**config.mk**
```make
export PLATFORM = sky130hd
export DESIGN_NAME = noise_gate
export DESIGN_NICKNAME = d
export VERILOG_FILES = /design/src/rtl/noise_gate_pkg.sv /design/src/rtl/noise_gate_envelope_follower.sv /design/src/rtl/noise_gate.sv
export SDC_FILE = /design/constraint.sdc
export NUM_CORES = 1
export LEC_CHECK = 0
export CAP_MARGIN = 20
export CORE_UTILIZATION = 59
export CTS_BUF_LIST = sky130_fd_sc_hd__clkbuf_4
export CTS_CLUSTER_DIAMETER = 80
export DETAILED_ROUTE_END_ITERATION = 16
export PLACE_DENSITY = 0.8
export SLEW_MARGIN = 20
export SYNTH_ARGS = -nofsm -noshare
export SYNTH_HDL_FRONTEND = slang
export SYNTH_SLANG_ARGS = --single-unit
```
**constraint.sdc**
```tcl
create_clock -name clk_48 -period 17.3 [get_ports clk_48]
set_input_delay 2.595 -clock clk_48 [delete_from_list [all_inputs] [get_ports clk_48]]
set_output_delay 2.595 -clock clk_48 [all_outputs]
set_load 0.02 [all_outputs]
```
**src/rtl/noise_gate_pkg.sv**
```systemverilog
// Shared types, constants and helpers for the noise gate dynamics stage.
package noise_gate_pkg;

  typedef enum logic [2:0] {
    CLOSED,
    ATTACK,
    OPEN,
    HOLD,
    RELEASE
  } gate_state_t;

  typedef logic signed [15:0] sample_t;

  // Q1.15 unity; needs the 16th bit, so gain is carried as unsigned 16-bit.
  localparam logic [15:0] GAIN_UNITY = 16'd32768;

  // |s| clipped to 15 bits; -32768 folds onto 32767 so the envelope never wraps.
  function automatic logic [14:0] sat_mag(input sample_t s);
    logic [15:0] m;
    m = s[15] ? (16'(~s) + 16'd1) : 16'(s);
    return m[15] ? 15'h7fff : m[14:0];
  endfunction

endpackage

```
**src/rtl/noise_gate_envelope_follower.sv**
```systemverilog
// Peak envelope follower: instant attack to the rectified sample, exponential
// decay of env >> DECAY_SHIFT per sample otherwise.
module envelope_follower
  import noise_gate_pkg::*;
#(
  parameter int DECAY_SHIFT = 8
) (
  input  logic        clk_48,
  input  logic        reset,
  input  logic [15:0] sampleIn,
  output logic [14:0] env
);

  logic [14:0] mag;
  logic [14:0] decay;

  // Rectify the incoming sample and form this clock's decay amount.
  always_comb begin
    mag   = sat_mag(sample_t'(sampleIn));
    decay = env >> DECAY_SHIFT;
  end

  // Peak capture, else decay; below 2^DECAY_SHIFT the decay rounds to zero and env parks.
  always_ff @(posedge clk_48 or posedge reset) begin
    if (reset) begin
      env <= '0;
    end else if (mag > env) begin
      env <= mag;
    end else begin
      env <= env - decay;
    end
  end

endmodule

```
**src/rtl/noise_gate.sv**
```systemverilog
// Noise gate: envelope-driven five-state gate with click-free Q1.15 gain ramps.
//
//   state   | meaning
//   --------+------------------------------------------------------------
//   CLOSED  | gain 0, waiting for env >= threshold
//   ATTACK  | gain ramping up by ATTACK_STEP, ignores env until unity
//   OPEN    | gain unity, waiting for env < threshold >> 1
//   HOLD    | gain unity, counting down HOLD_SAMPLES unless retriggered
//   RELEASE | gain ramping down by RELEASE_STEP, retriggers into ATTACK
module noise_gate
  import noise_gate_pkg::*;
#(
  parameter int ATTACK_STEP  = 1024,
  parameter int RELEASE_STEP = 64,
  parameter int HOLD_SAMPLES = 2400,
  parameter int DECAY_SHIFT  = 8
) (
  input  logic        clk_48,
  input  logic        reset,
  input  logic        enable,
  input  logic [14:0] threshold,
  input  logic [15:0] gateIn,
  output logic [15:0] gateOut,
  output logic        gateOpen,
  output logic [14:0] envelope
);

  localparam int HOLD_W = (HOLD_SAMPLES > 2) ? $clog2(HOLD_SAMPLES) : 1;
  localparam logic [HOLD_W-1:0] HOLD_LOAD   = HOLD_W'(HOLD_SAMPLES - 1);
  localparam logic [16:0]       ATTACK_INC  = 17'(ATTACK_STEP);
  localparam logic [15:0]       RELEASE_DEC = 16'(RELEASE_STEP);

  gate_state_t        state;
  gate_state_t        state_nxt;
  logic [15:0]        gain;
  logic [15:0]        gain_nxt;
  logic [HOLD_W-1:0]  hold_cnt;
  logic [HOLD_W-1:0]  hold_cnt_nxt;

  logic [14:0]        thr_close;
  logic               env_ge_open;
  logic               env_lt_close;
  logic [16:0]        gain_up;
  logic [15:0]        gain_sat_up;
  logic [15:0]        gain_sat_dn;

  logic signed [15:0] in_s;
  logic signed [16:0] gain_s;
  logic signed [32:0] product;
  logic [15:0]        gated;
  logic               unused_product;

  envelope_follower #(
    .DECAY_SHIFT(DECAY_SHIFT)
  ) u_env (
    .clk_48  (clk_48),
    .reset   (reset),
    .sampleIn(gateIn),
    .env     (envelope)
  );

  // Threshold compares against the registered envelope and saturated ramp steps.
  always_comb begin
    thr_close    = threshold >> 1;
    env_ge_open  = (envelope >= threshold);
    env_lt_close = (envelope < thr_close);
    gain_up      = {1'b0, gain} + ATTACK_INC;
    gain_sat_up  = (gain_up >= {1'b0, GAIN_UNITY}) ? GAIN_UNITY : gain_up[15:0];
    gain_sat_dn  = (gain > RELEASE_DEC) ? (gain - RELEASE_DEC) : '0;
  end

  // Gain multiply on the pre-update gain; bits [30:15] are the arithmetic >>> 15.
  always_comb begin
    in_s    = gateIn;
    gain_s  = {1'b0, gain};
    product = 33'(in_s) * 33'(gain_s);
    gated   = product[30:15];
  end

  assign unused_product = ^{product[32:31], product[14:0]};

  // Next-state, gain ramp and hold countdown; bypass pins the gate fully open.
  always_comb begin
    state_nxt    = state;
    gain_nxt     = gain;
    hold_cnt_nxt = hold_cnt;
    if (!enable) begin
      state_nxt    = OPEN;
      gain_nxt     = GAIN_UNITY;
      hold_cnt_nxt = '0;
    end else begin
      case (state)
        CLOSED: begin
          gain_nxt = '0;
          if (env_ge_open) begin
            state_nxt = ATTACK;
          end
        end
        ATTACK: begin
          gain_nxt = gain_sat_up;
          if (gain_sat_up == GAIN_UNITY) begin
            state_nxt = OPEN;
          end
        end
        OPEN: begin
          gain_nxt = GAIN_UNITY;
          if (env_lt_close) begin
            state_nxt    = HOLD;
            hold_cnt_nxt = HOLD_LOAD;
          end
        end
        HOLD: begin
          gain_nxt = GAIN_UNITY;
          if (env_ge_open) begin
            state_nxt = OPEN;
          end else if (hold_cnt == '0) begin
            state_nxt = RELEASE;
          end else begin
            hold_cnt_nxt = hold_cnt - HOLD_W'(1);
          end
        end
        RELEASE: begin
          if (env_ge_open) begin
            state_nxt = ATTACK;
          end else begin
            gain_nxt = gain_sat_dn;
            if (gain_sat_dn == '0) begin
              state_nxt = CLOSED;
            end
          end
        end
        default: begin
          state_nxt    = CLOSED;
          gain_nxt     = '0;
          hold_cnt_nxt = '0;
        end
      endcase
    end
  end

  // State, gain, counter and output registers; gateOpen follows the next state.
  always_ff @(posedge clk_48 or posedge reset) begin
    if (reset) begin
      state    <= CLOSED;
      gain     <= '0;
      hold_cnt <= '0;
      gateOut  <= '0;
      gateOpen <= 1'b0;
    end else begin
      state    <= state_nxt;
      gain     <= gain_nxt;
      hold_cnt <= hold_cnt_nxt;
      gateOut  <= enable ? gated : gateIn;
      gateOpen <= (state_nxt == OPEN) || (state_nxt == HOLD);
    end
  end

endmodule

```
==> flow_summary.json <==
{
  "status": "finished clean",
  "ctsHoldBuffers": 0,
  "die_w_um": 151,
  "cts_tree": "yes",
  "timing.rr.end": "gateOut[15]$_DFF_PP0_",
  "endpoint_kind": "register",
  "worst-r2r-cell-count": 21,
  "clkPwrFrac_pct": 11.4,
  "syn_avg_cell_area_um2": 8.62,
  "ys_types": 69,
  "grtUsageTotal_pct": 30.1,
  "syn_to_final_growth_pct": 7.49,
  "grt_pass1_vias": 10900,
  "critPathKind": "input port to register",
  "syn-num-nets": 1918,
  "dieArea_um2": 22900,
  "min-delay-start": "hold_cnt[1]$_DFFE_PP0P_",
  "wl_per_cell_um": 17.7,
  "ys_seq_elements": 63,
  "hpwlAfterDp_mm": 24.9,
  "start_util_pct": 60.3,
  "layout_worst_path_cycle_share_pct": 55.1,
  "yosys-top-cells-area": "fa_1 (30%), ha_1 (16%), dfrtp_1 (12%)",
  "grt.overflow.total": 0,
  "ir_worst_vdd_uv": 70.1,
  "post-cts-setup-buffer-count": 0,
  "fmax_mhz": 105,
  "cap_violations": 0,
  "whs_endpoint": "hold_cnt[1]$_DFFE_PP0P_",
  "p_leak_nw": 7.19,
  "syn-cell-area_um2": 13100,
  "synth_top_cell_by_area": "fa_1",
  "ys_seq_area_share_pct": 12.0,
  "worst_clock_skew_ns": 0.0439,
  "worst_hold_slack_ns": 0.561,
  "hold_path.class": "register to register",
  "root_buffer": "clkbuf_4",
  "syn_inst": 1525,
  "setup_violations": 0,
  "startpoint_type": "input port",
  "core_area_um2": 21800,
  "row_count": 54,
  "drv_slew": 0,
  "cts_num_sinks": 63,
  "max_slew.worst_pin.slew_ns": 1.07,
  "arrival_ns": 9.87,
  "cts_resized": 0,
  "grt_setup_unrepaired": "no",
  "cts_htree_levels": 3,
  "hold_viol": 0,
  "grt_first_pass_wirelength_mm": 52.8,
  "seqPwrFrac_pct": 24.1,
  "viasPerCell": 5.84,
  "detail_route.first_pass.iterations": 5,
  "whs_path_depth": 1,
  "vias": 10700,
  "worstPathRequired_ns": 17.64,
  "synth_top_flop_cell": "dfrtp_1",
  "crit_path_max_fanout": 20,
  "clock_latency_ns": 0.48,
  "synth_top_area_share_pct": 29.5,
  "slew_headroom_pct": 28.6,
  "setup_tns_ns": 0,
  "pwr-share-comb_pct": 64.5,
  "yosysWarningCount": 0,
  "fin_area_um2": 14100,
  "synth_edf_count": 0,
  "fin_cells": 1835,
  "io_buffers": 65,
  "grt_max_degree": 64,
  "intPower_mw": 0.522,
  "power.switching_mw": 0.479,
  "total_power_mw": 1.00,
  "drt_wl_total_mm": 32.5,
  "placed_cell_area_um2": 14000,
  "path_clk_slew_ns": 0.12,
  "cts_buffers": 9,
  "layout.nets": 1940,
  "swShare_pct": 47.8,
  "ctsLongestPathBuffers": 2,
  "drive_above_1_share_pct": 4.32,
  "antenna_found_initial": 1,
  "powerDensity_nw_per_um2": 70.8,
  "r2r_slack_ns": 9.94,
  "dp_cells": 1816,
  "drtIter0Drc": 654,
  "ant_nets": 0,
  "place.gp.congestion": 0.922,
  "drc": 0,
  "r2r_start": "gain[7]$_DFFE_PP0P_",
  "fillers": 1750,
  "fp.dieH_um": 151,
  "fin_crit_ns": 9.53,
  "io_pins": 66,
  "async_reset_ff_share_pct": 100
}
==> per-stage QoR <==
| stage | setup slack, ns | utilization (%) |
|---|---|---|
| 5_1_grt | 7.45 | 64.8 |
| 3_5_place_dp | 7.31 | 64.1 |
| 2_1_floorplan | 8.83 | - |
| 3_3_place_gp | 7.48 | 64.1 |
| 6_report | 7.77 | 64.8 |
| 4_1_cts | 7.79 | 64.7 |
==> metal layers <==
metal | vias to the layer above | wire length [um] | global-route usage (%)
li1 | 4873 | - | -
met1 | 5296 | 12700 | 37.5
met2 | 467 | 15700 | 50.5
met3 | 87 | 2840 | 6.78
met4 | 0 | 1190 | 11.7
met5 | - | 0 | 0
==> cells in the mapped netlist, drive strengths merged (5+ instances only) <==
master  instances
nand3          26
a31oi           6
nand2         190
xor2           17
o21ai          43
a21oi          50
o31ai          17
nor4            5
and3            9
inv           300
mux2           13
o211ai          6
o21a           12
buf             9
a211oi          6
ha            165
o22ai           6
nor3           20
nand2b         11
clkbuf         56
nand4          13
fa            194
nor2           70
mux2i           9
dfrtp          63
a21o           15
or3            12
and2          107
xnor2          22
==> flip-flops by register name (all words and copies together) (netlist names) <==
register	cells
gain	16
gateOut	16
u_env.env	15
hold_cnt	12
state	3
gateOpen	1
==> critical path, cell delays in order <==
cell and delay, ns:
clkdlybuf4s50_1 1.17, nand2_1 0.19, fa_1 0.54, fa_1 0.51
inv_1 0.05, fa_1 0.47, fa_1 0.51, fa_1 0.55
inv_1 0.06, fa_1 0.52, inv_1 0.04, ha_1 0.33
a21oi_1 0.20, o21ai_0 0.27, a2111o_1 0.45, a21oi_1 0.39
o31ai_1 0.28, o31ai_1 0.43, nand4b_1 0.14, o311ai_0 0.14
==> how the worst max path moves through the flow <==
stage	to	slack, ns	startpoint	depth (start not counted)
global route	gateOut[15]$_DFF_PP0_	7.45	gateIn[15]	21
detailed placement	gateOut[15]$_DFF_PP0_	7.31	gateIn[9]	20
CTS	gateOut[15]$_DFF_PP0_	7.79	gateIn[9]	20
global placement	gateOut[14]$_DFF_PP0_	7.48	gateIn[9]	20
finish	gateOut[15]$_DFF_PP0_	7.77	gateIn[9]	20
floorplan	gateOut[14]$_DFF_PP0_	8.83	gateIn[9]	21
==> cell type report <==
class / instances / area, um2 / area share (%)
multi-input combinational: 1096 / 10200 / 72.1
antenna: 3 / 7.51 / 0.0531
clock buffer: 9 / 67.6 / 0.478
sequential: 63 / 1580 / 11.2
clock inverter: 7 / 71.3 / 0.505
tap: 280 / 350 / 2.48
timing repair buffer: 76 / 733 / 5.19
inverter: 301 / 1130 / 7.99
==> cell families after synthesis <==
logic type / count (synthesis) / synth area share [%]
compound gates: 190 / 9.55
xor+xnor: 39 / 2.60
fa+ha+maj: 359 / 45.2
buf+inv: 366 / 10.5
flops: 63 / 12.0
mux: 22 / 1.80
simple gates: 486 / 18.3
==> cell usage in the layout, fill, tap and decap left out, drive strengths merged, types with 12 or more instances in the layout <==
cell type	netlist	routed
o31ai	17	17
nand3	26	26
xor2	17	17
a21o	15	15
ha	165	165
nand2	190	190
nand4	13	13
or3	12	12
a21oi	50	50
xnor2	22	22
nor2	70	70
and2	107	107
o21a	12	12
nor3	20	20
fa	194	194
inv	300	301
dfrtp	63	63
clkdlybuf4s50	0	65
o21ai	43	43
mux2	13	13
==> power groups by stage <==
| stage | registers [mW] | logic (mW) | clock network [mW] |
|---|---|---|---|
| floorplan | 0.257 | 0.439 | 0 |
| detailed placement | 0.244 | 0.637 | 0 |
| global placement | 0.243 | 0.612 | 0 |
| global route | 0.247 | 0.717 | 0.121 |
| finish | 0.241 | 0.646 | 0.114 |
| CTS | 0.241 | 0.641 | 0.116 |
No activity file was read; power rests on OpenSTA's default activity.
